$ cat src/rtl/fp_image_loader_pkg.sv
// Shared definitions for the front-panel image loader: sequencer states,
// button-pulser phases and default timing.
package fp_image_loader_pkg;

   typedef enum logic [3:0] {
      ST_IDLE,
      ST_LPC_SETUP,
      ST_LPC_PULSE,
      ST_LPC_HOLD,
      ST_GAP,
      ST_DEP_SETUP,
      ST_DEP_PULSE,
      ST_DEP_HOLD,
      ST_START_SETUP,
      ST_START_PULSE,
      ST_START_HOLD,
      ST_RUN_ARM,
      ST_RUNNING,
      ST_HALTED
   } fp_loader_state_t;

   typedef enum logic [2:0] {
      PH_IDLE,
      PH_GAP,
      PH_SETUP,
      PH_PULSE,
      PH_HOLD
   } fp_phase_t;

   localparam logic [11:0] FP_DEFAULT_START_PC = 12'o0200;
   localparam int FP_DEFAULT_SETUP_CYC = 10;
   localparam int FP_DEFAULT_PULSE_CYC = 10;
   localparam int FP_DEFAULT_HOLD_CYC  = 10;
   localparam int FP_DEFAULT_GAP_CYC   = 30;

   function automatic int fp_max4(input int a, input int b, input int c, input int d);
      int m;
      m = a;
      if (b > m) m = b;
      if (c > m) m = c;
      if (d > m) m = d;
      return m;
   endfunction

endpackage

$ cat src/rtl/fp_image_loader_button_pulser.sv
// One front-panel button press: optional leading gap, then setup, pulse, hold.
// Holds the only phase timer of the loader.
module fp_button_pulser
   import fp_image_loader_pkg::*;
#(
   parameter int SETUP_CYC = FP_DEFAULT_SETUP_CYC,
   parameter int PULSE_CYC = FP_DEFAULT_PULSE_CYC,
   parameter int HOLD_CYC  = FP_DEFAULT_HOLD_CYC,
   parameter int GAP_CYC   = FP_DEFAULT_GAP_CYC
) (
   input  logic clk,
   input  logic rst,
   input  logic go,
   input  logic with_gap,
   input  logic sel_deposit,
   output logic phase_end,
   output logic done,
   output logic load_pc_btn,
   output logic deposit_btn
);

   localparam int TW = $clog2(fp_max4(SETUP_CYC, PULSE_CYC, HOLD_CYC, GAP_CYC) + 1);
   localparam logic [TW-1:0] SETUP_T = TW'(SETUP_CYC - 1);
   localparam logic [TW-1:0] PULSE_T = TW'(PULSE_CYC - 1);
   localparam logic [TW-1:0] HOLD_T  = TW'(HOLD_CYC - 1);
   localparam logic [TW-1:0] GAP_T   = TW'(GAP_CYC - 1);

   fp_phase_t     phase_reg, phase_next;
   logic [TW-1:0] timer_reg, timer_next;
   logic          sel_reg, sel_next;

   always_ff @(posedge clk or posedge rst) begin
      if (rst) begin
         phase_reg <= PH_IDLE;
         timer_reg <= '0;
         sel_reg   <= 1'b0;
      end else begin
         phase_reg <= phase_next;
         timer_reg <= timer_next;
         sel_reg   <= sel_next;
      end
   end

   // A new request wins over the phase in progress, so the caller can chain
   // presses in the cycle the previous hold completes.
   always_comb begin
      phase_next = phase_reg;
      timer_next = timer_reg;
      sel_next   = sel_reg;
      if (go) begin
         sel_next   = sel_deposit;
         phase_next = with_gap ? PH_GAP : PH_SETUP;
         timer_next = with_gap ? GAP_T : SETUP_T;
      end else if (phase_reg != PH_IDLE) begin
         if (timer_reg == '0) begin
            case (phase_reg)
               PH_GAP: begin
                  phase_next = PH_SETUP;
                  timer_next = SETUP_T;
               end
               PH_SETUP: begin
                  phase_next = PH_PULSE;
                  timer_next = PULSE_T;
               end
               PH_PULSE: begin
                  phase_next = PH_HOLD;
                  timer_next = HOLD_T;
               end
               default: begin
                  phase_next = PH_IDLE;
                  timer_next = '0;
               end
            endcase
         end else begin
            timer_next = timer_reg - 1'b1;
         end
      end
   end

   assign phase_end   = (phase_reg != PH_IDLE) && (timer_reg == '0);
   assign done        = (phase_reg == PH_HOLD) && (timer_reg == '0);
   assign load_pc_btn = (phase_reg == PH_PULSE) && !sel_reg;
   assign deposit_btn = (phase_reg == PH_PULSE) && sel_reg;

endmodule

$ cat src/rtl/fp_image_loader.sv
// Front-panel image loader: turns an (addr, data, last) stream into Load-PC /
// Deposit button sequences, then starts the CPU and waits for it to halt.
// Build option FP_LOADER_ADDR_SKIP_EN skips Load-PC for sequential addresses.
module fp_image_loader
   import fp_image_loader_pkg::*;
#(
   parameter int W                = 12,
   parameter int SETUP_CYC        = FP_DEFAULT_SETUP_CYC,
   parameter int PULSE_CYC        = FP_DEFAULT_PULSE_CYC,
   parameter int HOLD_CYC         = FP_DEFAULT_HOLD_CYC,
   parameter int GAP_CYC          = FP_DEFAULT_GAP_CYC,
   parameter logic [W-1:0] START_PC = W'(FP_DEFAULT_START_PC)
) (
   input  logic         clk,
   input  logic         rst,
   input  logic         in_valid,
   output logic         in_ready,
   input  logic [W-1:0] in_addr,
   input  logic [W-1:0] in_data,
   input  logic         in_last,
   input  logic         run_led,
   output logic [W-1:0] sw_out,
   output logic         sw_run,
   output logic         load_pc_btn,
   output logic         deposit_btn,
   output logic         busy,
   output logic         done,
   output logic [W:0]   words_loaded
);

   fp_loader_state_t state_reg, state_next;
   logic [W-1:0]     sw_out_reg, sw_out_next;
   logic [W-1:0]     data_reg, data_next;
   logic             last_reg, last_next;
   logic             sw_run_reg, sw_run_next;
   logic [W:0]       words_reg, words_next;

   logic go, with_gap, sel_deposit, phase_end, press_done, skip, accept;

   fp_button_pulser #(
      .SETUP_CYC (SETUP_CYC),
      .PULSE_CYC (PULSE_CYC),
      .HOLD_CYC  (HOLD_CYC),
      .GAP_CYC   (GAP_CYC)
   ) u_pulser (
      .clk         (clk),
      .rst         (rst),
      .go          (go),
      .with_gap    (with_gap),
      .sel_deposit (sel_deposit),
      .phase_end   (phase_end),
      .done        (press_done),
      .load_pc_btn (load_pc_btn),
      .deposit_btn (deposit_btn)
   );

   assign accept = in_valid && in_ready;

`ifdef FP_LOADER_ADDR_SKIP_EN
   logic [W-1:0] addr_reg, addr_next;
   logic [W-1:0] next_addr_reg, next_addr_next;
   logic         have_prev_reg, have_prev_next;

   always_ff @(posedge clk or posedge rst) begin
      if (rst) begin
         addr_reg      <= '0;
         next_addr_reg <= '0;
         have_prev_reg <= 1'b0;
      end else begin
         addr_reg      <= addr_next;
         next_addr_reg <= next_addr_next;
         have_prev_reg <= have_prev_next;
      end
   end

   // Deposit auto-increments the CPU PC, so a word at the expected address
   // needs no explicit Load-PC.
   always_comb begin
      addr_next      = addr_reg;
      next_addr_next = next_addr_reg;
      have_prev_next = have_prev_reg;
      if (accept) addr_next = in_addr;
      if (state_reg == ST_DEP_HOLD && press_done) begin
         next_addr_next = addr_reg + 1'b1;
         have_prev_next = 1'b1;
      end
   end

   assign skip = have_prev_reg && (in_addr == next_addr_reg);
`else
   assign skip = 1'b0;
`endif

   always_ff @(posedge clk or posedge rst) begin
      if (rst) begin
         state_reg  <= ST_IDLE;
         sw_out_reg <= '0;
         data_reg   <= '0;
         last_reg   <= 1'b0;
         sw_run_reg <= 1'b0;
         words_reg  <= '0;
      end else begin
         state_reg  <= state_next;
         sw_out_reg <= sw_out_next;
         data_reg   <= data_next;
         last_reg   <= last_next;
         sw_run_reg <= sw_run_next;
         words_reg  <= words_next;
      end
   end

   always_comb begin
      state_next  = state_reg;
      sw_out_next = sw_out_reg;
      data_next   = data_reg;
      last_next   = last_reg;
      sw_run_next = sw_run_reg;
      words_next  = words_reg;
      go          = 1'b0;
      with_gap    = 1'b0;
      sel_deposit = 1'b0;
      case (state_reg)
         ST_IDLE: begin
            if (accept) begin
               data_next = in_data;
               last_next = in_last;
               go        = 1'b1;
               if (skip) begin
                  state_next  = ST_DEP_SETUP;
                  sel_deposit = 1'b1;
                  sw_out_next = in_data;
               end else begin
                  state_next  = ST_LPC_SETUP;
                  sw_out_next = in_addr;
               end
            end
         end
         ST_LPC_SETUP:   if (phase_end) state_next = ST_LPC_PULSE;
         ST_LPC_PULSE:   if (phase_end) state_next = ST_LPC_HOLD;
         ST_LPC_HOLD: begin
            if (press_done) begin
               state_next  = ST_GAP;
               go          = 1'b1;
               with_gap    = 1'b1;
               sel_deposit = 1'b1;
            end
         end
         ST_GAP: begin
            if (phase_end) begin
               state_next  = ST_DEP_SETUP;
               sw_out_next = data_reg;
            end
         end
         ST_DEP_SETUP:   if (phase_end) state_next = ST_DEP_PULSE;
         ST_DEP_PULSE:   if (phase_end) state_next = ST_DEP_HOLD;
         ST_DEP_HOLD: begin
            if (press_done) begin
               if (words_reg != '1) words_next = words_reg + 1'b1;
               if (last_reg) begin
                  state_next  = ST_START_SETUP;
                  sw_out_next = START_PC;
                  go          = 1'b1;
               end else begin
                  state_next = ST_IDLE;
               end
            end
         end
         ST_START_SETUP: if (phase_end) state_next = ST_START_PULSE;
         ST_START_PULSE: if (phase_end) state_next = ST_START_HOLD;
         ST_START_HOLD: begin
            if (press_done) begin
               state_next  = ST_RUN_ARM;
               sw_run_next = 1'b1;
            end
         end
         ST_RUN_ARM:     if (run_led)  state_next = ST_RUNNING;
         ST_RUNNING:     if (!run_led) state_next = ST_HALTED;
         ST_HALTED:      state_next = ST_HALTED;
         default:        state_next = ST_IDLE;
      endcase
   end

   // Gated by rst so every output reads 0 while reset is held.
   assign in_ready     = (state_reg == ST_IDLE) && !rst;
   assign busy         = (state_reg != ST_IDLE) && (state_reg != ST_HALTED);
   assign done         = (state_reg == ST_HALTED);
   assign sw_out       = sw_out_reg;
   assign sw_run       = sw_run_reg;
   assign words_loaded = words_reg;

endmodule
$ cat config.mk
export PLATFORM = sky130hd
export DESIGN_NAME = fp_image_loader
export DESIGN_NICKNAME = d
export VERILOG_FILES = /design/src/rtl/fp_image_loader_pkg.sv /design/src/rtl/fp_image_loader_button_pulser.sv /design/src/rtl/fp_image_loader.sv
export SDC_FILE = /design/constraint.sdc
export NUM_CORES = 1
export LEC_CHECK = 0
export CELL_PAD_IN_SITES_DETAIL_PLACEMENT = 0
export CELL_PAD_IN_SITES_GLOBAL_PLACEMENT = 2
export CORE_MARGIN = 10
export CORE_UTILIZATION = 30
export CTS_BUF_LIST = sky130_fd_sc_hd__clkbuf_16
export DETAILED_ROUTE_END_ITERATION = 6
export GPL_TIMING_DRIVEN = 0
export PLACE_DENSITY = 0.79
export SKIP_CTS_REPAIR_TIMING = 1
export SLEW_MARGIN = 20
export SYNTH_ARGS = -nofsm -noshare
export SYNTH_HDL_FRONTEND = slang
export SYNTH_SLANG_ARGS = --single-unit
$ cat constraint.sdc
create_clock -name clk -period 2.3 [get_ports clk]
set_input_delay 0.69 -clock clk [delete_from_list [all_inputs] [get_ports clk]]
set_output_delay 0.69 -clock clk [all_outputs]
set_load 0.03 [all_outputs]
== Yosys cells after proc, flatten, opt, wreduce, memory -nomap -nowiden ==
Index checks and enable logic that the tools add are counted.

* Bits in registers: 52
* Bits of input ports: 29
* Output and inout port bits: 31

* Add/sub/neg operators: 2
* Equality and inequality tests: 33
* Muxes and demuxes: 36
* Reductions and logical operators: 23

{| class="wikitable"
|+ Operators with widths
! cell !! count
|-
| 2-to-1 mux 4 bit || 15
|-
| one-hot mux 4 bit (14 select lines) || 1
|-
| 2-to-1 mux 12 bit || 4
|-
| one-hot mux 12 bit (3 select lines) || 1
|-
| inequality test 2 bit (second input constant) || 14
|-
| equality test 4 bit (second input constant) || 6
|-
| 2-to-1 mux 5 bit || 4
|-
| equality test 4 x 3 -> 1 bit (second input constant) || 4
|-
| adder 13 x 1 -> 13 bit (second input constant) || 1
|-
| inequality test 13 bit (second input constant) || 1
|-
| AND reduction 13 bit || 1
|-
| 2-to-1 mux 3 bit || 3
|-
| one-hot mux 3 bit (3 select lines) || 1
|-
| equality test 4 x 2 -> 1 bit (second input constant) || 2
|-
| logical AND 1 bit || 7
|-
| equality test 3 x 2 -> 1 bit (second input constant) || 2
|-
| AND reduction 2 bit || 3
|-
| nonzero test 3 bit || 2
|-
| logical NOT 5 bit || 1
|-
| 2-to-1 mux 1 bit || 5
|-
| AND reduction 5 bit || 1
|-
| subtractor 5 x 1 -> 5 bit (second input constant) || 1
|-
| equality test 4 x 1 -> 1 bit (second input constant) || 1
|-
| logical NOT 4 bit || 1
|-
| other kinds (10) || 12
|}

== Logic depth before layout (Yosys ltp) ==
* Depth in word-level cells: 7
* Mapped depth: 9
* Depth with buffers taken out: 7

== By module ==
Synthesis repeated with hierarchy kept, for this count alone.

* Cells, all modules: 259
* Area total of the unflattened synthesis: 2780.2 um^2

{| class="wikitable"
|+ By module, submodules not included
! module !! times used !! cells each !! area each (um^2) !! seq. area each (um^2)
|-
| fp_image_loader || 1 || 201 || 2258.4 || 1076.0
|-
| fp_button_pulser || 1 || 58 || 521.8 || 225.2
|}

== Worst setup path after synthesis ==
OpenSTA, ideal clock, no wires.

* Path kind: reg2out
* Start: reg state_reg[2]
* End: out done
* Data arrival time: 1557 ps
* Required time: 1610 ps
* Setup slack: 53 ps
* Cell stages (with the launch flop): 5
* Path through: dfrtp_1 buf_6 clkbuf_1 nand2_1 nor3b_1

* Longest elaborated chain between the ends: 1

{| class="wikitable"
|+ RTL lines
! item !! RTL line !! RTL
|-
| from (decl) || fp_image_loader.sv:31 || <nowiki>fp_loader_state_t state_reg, state_next;</nowiki>
|-
| from (signal assigned) || fp_image_loader.sv:103 || <nowiki>state_reg <= state_next;</nowiki>
|-
| equality test 4 bit || fp_image_loader.sv:186 || <nowiki>assign done = (state_reg == ST_HALTED);</nowiki>
|-
| to (decl) || fp_image_loader.sv:27 || <nowiki>output logic done,</nowiki>
|}

No other way between the ends.

== Worst setup path after layout ==
* Start: reg state_reg[2]
* End: out in_ready

* Longest elaborated chain between the ends: 2

{| class="wikitable"
|+ RTL lines
! item !! RTL line !! RTL
|-
| logical NOT 4 bit || fp_image_loader.sv:184 || <nowiki>assign in_ready = (state_reg == ST_IDLE) && !rst;</nowiki>
|-
| logical AND 1 bit || fp_image_loader.sv:184 ||
|-
| to (decl) || fp_image_loader.sv:17 || <nowiki>output logic in_ready,</nowiki>
|}

No other way between the ends.

==> results.md <==
- Status: finished clean
- Root Driver: clkbuf_16
- Initial antenna violation count: 0
- Top_reg_cell synth: dfrtp_1
- CTS sink cnt: 52
- Antenna Diode Count: 0
- Core ar.: 0.009153 sq mm
- Crit. End Element: output port
- Cts bufs inserted: 5
- CP most frequent cell: buf_6
- Routability Congestion: around 0.7
- Critical Path Source Type: flip-flop
- Post-synth top area cell: dfrtp_1
- Commonest non-fill, non-tap cell in the layout: clkdlybuf4s50_1
- Worst slew pin tran: around 0.67 ns
- DRT iter0 DRCs: 53
- WS Path Type: flip-flop to output port
- Die area: roughly 0.014 sq mm
- Total grt overflow: 0
- Rows: 35
- Initial core utilization: 0.3055
- Largest stage delay on the critical path: 0.56 ns
- Largest net degree at the start of global routing: 53
- Final Cycle Share: 0.9876
- # H-tree levels: 2
- Fill cell count: 888
- Crit path max-delay family: simple AND/OR/NAND/NOR gates
- First-pass GRT wire length: 11.62 mm
- Unique masters post-synth: 59
- Slew margin rel.: 0.5558
- Total Wirelength: 7.094 mm
- Crit Path Max Fanout: 6
- Max Slew Vio Count: 0
- Drt pass-1 iters: 4
- Final Non-Filler Cells: 441
- Hpwl dp: 5.097 mm
- Commonest cells after routing, fill and taps aside: clkdlybuf4s50_1, dfrtp_1, buf_4
- Final setup violation count: 0
- Number of flip-flops in the largest register: 13
- Die Width: ~120 um
- EDFF count, synth: 0
- Antenna-violating nets left: 0
- Critical Path AT: roughly 1.6 ns
- DR vias/cell: 4.971
- Synth top area cells: dfrtp_1, mux2_2, mux2_4
- Drc violations: 0
- Fraction of registers with async set/reset: 1.000
- Worst path slowest cell: or4_4
- Syn. warnings: 0
- All-Layer GR Usage: 0.1063
- Synthesized Nets: 277
- Synth Register Bits: 52
- Area taken by multi-input logic gates: 0.001413 sq mm
- Port bufs: 59
- Synth top area share: 0.4653
- Max_cap viols: 0
- Synthesized area: 0.002796 sq mm
- Layout cells sized above 1: 0.3030
- Via count: between 2000 and 2500
- Clock latency on the worst-skew pair: between 0.2 and 0.3 ns
- RSZ-0062 raised after global routing: true
- Post-synthesis sequential area ratio: 0.4653
- Peak supply drop: 0.6508 mV
- Layout Utilization: 0.4273
- Nets: ~360
- # IOs: 60
- Max Root-Sink Buffers: 2
- Number of global-route vias before repair: around 2100
- Placed Cells: 415
- Min-delay worst type: flip-flop to flip-flop
- Wire length per cell: 16.09 um
- Post-Synthesis Cells: 245
- Clock-pin slew on the worst setup and hold paths: 0.07 ns
- Cells along the critical path: buf_6 > or4_4 > nor2_4 > buf_6
- Die height: around 120 um
- Power Density: 1241 mW/mm^2
- Leakage power: roughly 1.7 nW
- Minimum clock period: 2.271 ns
- Synthesized area per cell: 11.41 sq um
- P&R area growth vs syn: 39.87%
- Max Fclk: roughly 440 MHz
- Register area: 0.001303 sq mm
- Worst EP required: 1.61 ns
- Fin. Hold Viols: 0
- Buf/Inv on CP: 2
- CTS tree: built
- Setup Skew: slightly below 0.007 ns
-- cell type report --
cell class,count,area share
Buffer,13,0.02783
Clock buffer,5,0.03199
Clock inverter,3,0.01088
Inverter,5,0.005438
Multi-Input combinational cell,174,0.3612
Sequential cell,52,0.3330
Tap cell,111,0.03551
Timing Repair Buffer,78,0.1942
-- worst reg2reg max path, stage by stage, from the launching register on --
cell and delay (ns):
dfrtp_1 0.41, inv_2 0.09, ha_4 0.14, nor4b_4 0.22, and3_4 0.27, o22ai_4 0.09, a2111oi_4 0.27, buf_4 0.20
clkbuf_16 0.15, mux2_4 0.29
-- synth_stat cells (all sizes together) (2+ instances only) --
cell type / n
nand4: 7
mux2: 28
o21bai: 2
a21oi: 9
nor3: 7
a22o: 11
o21ai: 9
inv: 5
nand2b: 2
and2: 3
and3: 5
nor2: 16
nand2: 19
clkbuf: 4
o22ai: 2
a41o: 3
dfrtp: 52
or3: 3
and2b: 2
o31ai: 3
xnor2: 11
nand3: 8
a31oi: 2
ha: 3
buf: 9
-- stage by stage --
| stage | area, sq um | hold slack [ns] | TNS [ns] | total power [mW] | setup slack (ns) |
|---|---|---|---|---|---|
| floorplan | 2796 | 0.4798 | 0 | 3.081 | 0.05333 |
| global placement | 3526 | 0.4688 | -51.40 | 3.673 | -0.8206 |
| detailed placement | 3528 | 0.4571 | -11.15 | 3.700 | -0.5035 |
| CTS | 3696 | 0.4751 | -5.855 | 4.571 | -0.5774 |
| global route | 3911 | 0.4862 | -0.4064 | 5.219 | -0.03982 |
| finish | 3911 | 0.4678 | 0 | 4.854 | 0.02854 |
-- layer usage --
layer / GRT usage / up-vias / part of all wire
met4: 0.02965 / 0 / 0.0087
met5: 0 / - / 0
met1: 0.1392 / 1073 / 0.45
met2: 0.1704 / 45 / 0.49
li1: - / 1072 / -
met3: 0.02568 / 2 / 0.050
-- final timing paths --
kind	from	endpoint	slack [ns]	cells after the start
max in group asynchronous	rst	state_reg[3]	1.22	2
setup reg to reg	u_pulser.timer_reg[1]	sw_out[8]	0.05	9
hold / removal	sw_run	sw_run	0.47	1
min in group asynchronous	rst	data_reg[0]	0.61	2
hold reg to reg	sw_run	sw_run	0.47	1
setup / recovery	state_reg[2]	in_ready	0.03	4
-- cell families (layout without fill, tap and decap cells) --
family / Yosys count / in the layout / synth area share
simple gates: 80 / 80 / 0.1615
fa+ha+maj: 3 / 3 / 0.01342
xor+xnor: 12 / 12 / 0.03758
mux: 29 / 29 / 0.1298
flops: 52 / 52 / 0.4653
buf+inv: 19 / 104 / 0.04384
compound gates: 50 / 50 / 0.1485
-- power by group --
group	switching, mW	internal [mW]
clock	0.335	0.512
sequential	0.211	1.23
combinational	1.16	1.40
total	1.71	3.14
(Power assumes the default switching activity.)
==> RTL change 1: new RTL, config.mk and constraints unchanged <==
`FP_DEFAULT_HOLD_CYC`: 10 -> 5.
--- a/src/rtl/fp_image_loader_pkg.sv
+++ b/src/rtl/fp_image_loader_pkg.sv
@@ -30,7 +30,7 @@
    localparam logic [11:0] FP_DEFAULT_START_PC = 12'o0200;
    localparam int FP_DEFAULT_SETUP_CYC = 10;
    localparam int FP_DEFAULT_PULSE_CYC = 10;
-   localparam int FP_DEFAULT_HOLD_CYC  = 10;
+   localparam int FP_DEFAULT_HOLD_CYC  = 5;
    localparam int FP_DEFAULT_GAP_CYC   = 30;
 
    function automatic int fp_max4(input int a, input int b, input int c, input int d);
Function: no difference found for any inputs over 10 cycles, from zero or initial values and one cycle with rst high; that may be too few to reach the edited logic, so the function may still have changed.
==> RTL change 1 against the unedited design <==
  * The run now ends with negative setup slack left
  * Cell area is 1.4% lower
  * Non-clock buffer count shrank 3
  * Setup slack worse by 0.12 ns
  * Area after synthesis is 2.7% lower
  * Routed wire length grew 2.1%
  * Sequential cell count did not move
  * Critical path type is now reg2reg
  * Highest routed layer unchanged
Power is not compared: it rests on default switching activity, and its combinational part moved more than twofold at a synthesized area within 25%.
==> RTL change 1: results (changes against the unedited design) <==
outcome: "finished, violations left"  # was finished clean
violations: "negative setup slack"
critPathMaxFanout: 5  # was 6
placed_area_sq_um: 3450  # was 3530 sq um
fillCellCount: 851  # was 888
dpl_worst_slack_ns: -0.893  # was -0.504 ns
synth_top_area_frac: 0.478  # was 0.465
setup_viol: 11  # was 0
ys_seq_area_frac: 0.478  # was 0.465
place_congestion: 0.745  # was 0.718
relSlewSlack: 0.555  # was 0.556
dr.first_iter.drc_count: 92  # was 53
r2r-end: "sw_out[10]$_DFFE_PP0P_"  # was sw_out[8]$_DFFE_PP0P_
cp_data_arrival_time_ns: 2.56  # was 1.58 ns
synth_cells: 251  # was 245
grt_pass1_wl_microns: 11600  # about the same
timing.rr.start: "u_pulser.timer_reg[0]$_DFFE_PP0P_"  # was u_pulser.timer_reg[1]$_DFFE_PP0P_
dp_hpwl_microns: 5140  # was 5100 microns
nets: 364  # was 361
grtUsageTotal: 0.105  # was 0.106
finalSetupTns_ns: -0.879  # was 0 ns
wl_per_cell_microns: 16.4  # was 16.1 microns
fin_ws_ns: -0.0948  # was 0.0285 ns
numPortBuffers: 59  # unchanged
synth_fp_nets: 283  # was 277
yosys.cell_types.count: 55  # was 59
vias: 2266  # was 2192
ys_top_cells_by_area: "dfrtp_1 48%, mux2_2 5.8%, mux2_4 5.5%, a22o_1 3.9%, nand2_1 2.8%"  # was dfrtp_1 47%, mux2_2 7.2%, mux2_4 5.4%, xnor2_1 3.4%, a22o_2 2.5%
[RTL change 1: final cells by class]
cell class,instances,share of cell area
Inverter,7,0.00746
Sequential cell,52,0.337
Multi-Input combinational cell,178,0.366
Clock inverter,3,0.00973
Clock buffer,5,0.0324
Tap cell,108,0.0350
Buffer,14,0.0247
Timing Repair Buffer,74,0.187
[RTL change 1: cells by family after synthesis]
kind of cell | share of synthesized area
and+or+nand+nor | 0.169
xor gates and xnor gates | 0.0322
muxes | 0.129
adders and majority gates | 0.0175
buffers and inverters | 0.0354
AOI/OAI and AO/OA | 0.139
DFF | 0.478
[RTL change 1: worst max path at each step]
stage / slack [ns] / start / end
after global placement: -0.82 / rst / data_reg[2]$_DFFE_PP0P_
after CTS: -0.65 / state_reg[2]$_DFFE_PP0P_ / done
after floorplan: 0.03 / u_pulser.timer_reg[0]$_DFFE_PP0P_ / sw_out[10]$_DFFE_PP0P_
after global routing: -0.15 / u_pulser.timer_reg[1]$_DFFE_PP0P_ / sw_out[7]$_DFFE_PP0P_
after detailed placement: -0.89 / rst / last_reg$_DFFE_PP0P_
final: -0.09 / u_pulser.timer_reg[0]$_DFFE_PP0P_ / sw_out[10]$_DFFE_PP0P_
[RTL change 1: power by group through the flow]
| stage | registers [mW] | logic, mW | clock network (mW) |
|---|---|---|---|
| floorplan | 0.932 | 0.0251 | 0 |
| global placement | 0.932 | 0.0807 | 0 |
| detailed placement | 0.932 | 0.0819 | 0 |
| CTS | 0.914 | 0.0823 | 0.863 |
| global route | 0.913 | 0.0886 | 0.904 |
| finish | 0.914 | 0.0811 | 0.832 |
[RTL change 1: per-layer routing]
layer | vias to the layer above | share of wire | GRT usage | wire length, microns
met3 | 4 | 0.090 | 0.0474 | 654
met1 | 1118 | 0.43 | 0.129 | 3120
met5 | - | 0 | 0 | 0
met4 | 0 | 0.0075 | 0.0264 | 54
met2 | 68 | 0.47 | 0.166 | 3410
li1 | 1076 | - | - | -
[RTL change 1: critical path: stages (launching register included)]
cell	delay (ns)
dfrtp_1	0.42
inv_2	0.10
ha_4	0.14
or4b_4	0.52
buf_12	0.16
nor2_8	0.08
a21oi_2	0.04
a211o_4	0.36
clkbuf_16	0.17
mux2_4	0.29
[RTL change 1: stage by stage]
step           hold WS [ns]  std cells
4_1_cts               0.474        426
3_5_place_dp          0.458        418
3_3_place_gp          0.463        418
2_1_floorplan         0.479        251
5_1_grt               0.498        441
6_report              0.469        441
==> RTL change 2: new RTL, same settings <==
Without the edit above. Take the reset off `data_reg` and load it in a clocked block of its own.
--- a/src/rtl/fp_image_loader.sv
+++ b/src/rtl/fp_image_loader.sv
@@ -95,18 +95,20 @@
       if (rst) begin
          state_reg  <= ST_IDLE;
          sw_out_reg <= '0;
-         data_reg   <= '0;
          last_reg   <= 1'b0;
          sw_run_reg <= 1'b0;
          words_reg  <= '0;
       end else begin
          state_reg  <= state_next;
          sw_out_reg <= sw_out_next;
-         data_reg   <= data_next;
          last_reg   <= last_next;
          sw_run_reg <= sw_run_next;
          words_reg  <= words_next;
       end
+   end
+
+   always_ff @(posedge clk) begin
+      data_reg <= data_next;
    end
 
    always_comb begin
Function: same outputs for any inputs over 10 cycles, from zero or initial values and one cycle with rst high; that may be too few to reach the edited logic, so the function may still have changed.
==> RTL change 2 against the unedited design <==
  * First-iteration DRC count increased by 5.7%
  * Routed wire length decreased by 2.0%
  * Setup slack improved by 0.065 ns
  * Sequential cell count unchanged
  * Cell area decreased by 6.2%
  * Clock power decreased by 0.6%
  * Area after synthesis decreased by 7.0%
  * Total power decreased by 14%
  * Critical endpoint is now sw_out[6]$_DFFE_PP0P_
  * Largest cell class is now registers
==> RTL change 2: results (changes against the unedited design) <==
dp_cells: 413  # was 415
place_congestion: 0.777  # was 0.718
critPathMaxFanout: 10  # was 6
ys_top_cells_by_area: "dfrtp_1 38%, edfxtp_1 14%, a22oi_1 3.8%, nor2_1 3.8%, a21oi_2 3.0%"  # was dfrtp_1 47%, mux2_2 7.2%, mux2_4 5.4%, xnor2_1 3.4%, a22o_2 2.5%
layout-drive-gt1-share: 0.216  # was 0.303
ys_seq_area_frac: 0.524  # was 0.465
dp_hpwl_microns: 4970  # was 5100 microns
grt_pass1_wl_microns: 11000  # was 11600 microns
power.leakage_nw: 1.52  # was 1.72 nW
via_per_inst: 4.94  # was 4.97
critPathMaxStageDelay_ns: 0.42  # was 0.56 ns
outcome: "finished clean"  # unchanged
async_flop_share: 0.769  # was 1.00
r2r_slack_ns: 0.09  # was 0.05 ns
r2r-end: "sw_out[6]$_DFFE_PP0P_"  # was sw_out[8]$_DFFE_PP0P_
grt_pass1_vias: 2094  # was 2135
worst_pin_slew_ns: 0.556  # was 0.666 ns
dr.first_iter.drc_count: 56  # was 53
synth_cells: 248  # was 245
yosys.cell_types.count: 52  # was 59
skew_ns: 0.00546  # was 0.00690 ns
reg2reg_depth: 11  # was 9
dpl_worst_slack_ns: -0.346  # was -0.504 ns
worst_hold_slack_ns: 0.491  # was 0.468 ns
crit_slowest_cell: "dfrtp_1"  # was or4_4
wl_per_cell_microns: 16.0  # was 16.1 microns
cp_data_arrival_time_ns: 2.42  # was 1.58 ns
nets: 360  # was 361
min_path_type: "reg2reg"  # unchanged
final_cells: 434  # was 441
placed_area_sq_um: 3340  # was 3530 sq um
synth_fp_nets: 280  # was 277
ir_drop_uv: 352  # was 651 uV
synth_edf_count: 12  # was 0
grtUsageTotal: 0.105  # was 0.106
synth_commonest_cells: "40 x dfrtp_1, 26 x nor2_1, 18 x nand2_1"  # was 52 x dfrtp_1, 18 x mux2_2, 18 x nand2_1
[RTL change 2: worst max-delay path by stage]
stage,endpoint,slack [ns],from
2_1_floorplan,busy,0.07,state_reg[3]$_DFFE_PP0P_
3_3_place_gp,words_loaded[8]$_DFFE_PP0P_,-0.39,rst
3_5_place_dp,in_ready,-0.35,rst
4_1_cts,deposit_btn,-0.53,u_pulser.phase_reg[2]$_DFFE_PP0P_
5_1_grt,deposit_btn,-0.03,u_pulser.phase_reg[2]$_DFFE_PP0P_
6_report,sw_out[6]$_DFFE_PP0P_,0.09,u_pulser.timer_reg[1]$_DFFE_PP0P_
[RTL change 2: kinds of logic (layout without fill, tap and decap cells)]
family	after synthesis	count (layout)	synth area share
simple gates	95	95	0.197
compound gates	62	62	0.176
flops	52	52	0.524
buf+inv	21	102	0.0356
xor+xnor	11	11	0.0371
fa+ha+maj	4	4	0.0183
mux	3	3	0.0125
[RTL change 2: routing by layer]
| layer | global-route usage | share of wire | vias up |
|---|---|---|---|
| li1 | - | - | 1058 |
| met1 | 0.133 | 0.45 | 1039 |
| met2 | 0.162 | 0.48 | 43 |
| met3 | 0.0386 | 0.063 | 6 |
| met4 | 0.0313 | 0.0083 | 0 |
| met5 | 0 | 0 | - |
[RTL change 2: power by group]
| part | switching (mW) | internal [mW] | total [mW] |
|---|---|---|---|
| clock network | 0.331 | 0.511 | 0.842 |
| logic | 1.14 | 0.829 | 1.96 |
| registers | 0.180 | 1.18 | 1.36 |
[RTL change 2: final cells by class]
| type | count | area (sq um) |
|---|---|---|
| flip-flops and latches | 52 | 1360 |
| plain buffers | 9 | 55.1 |
| clock buffers | 5 | 125 |
| multi-input cells | 175 | 1220 |
| repair buffers | 74 | 694 |
| well taps | 105 | 131 |
| fillers | 835 | 4670 |
| inverters | 11 | 41.3 |
| clock inverters | 3 | 42.5 |
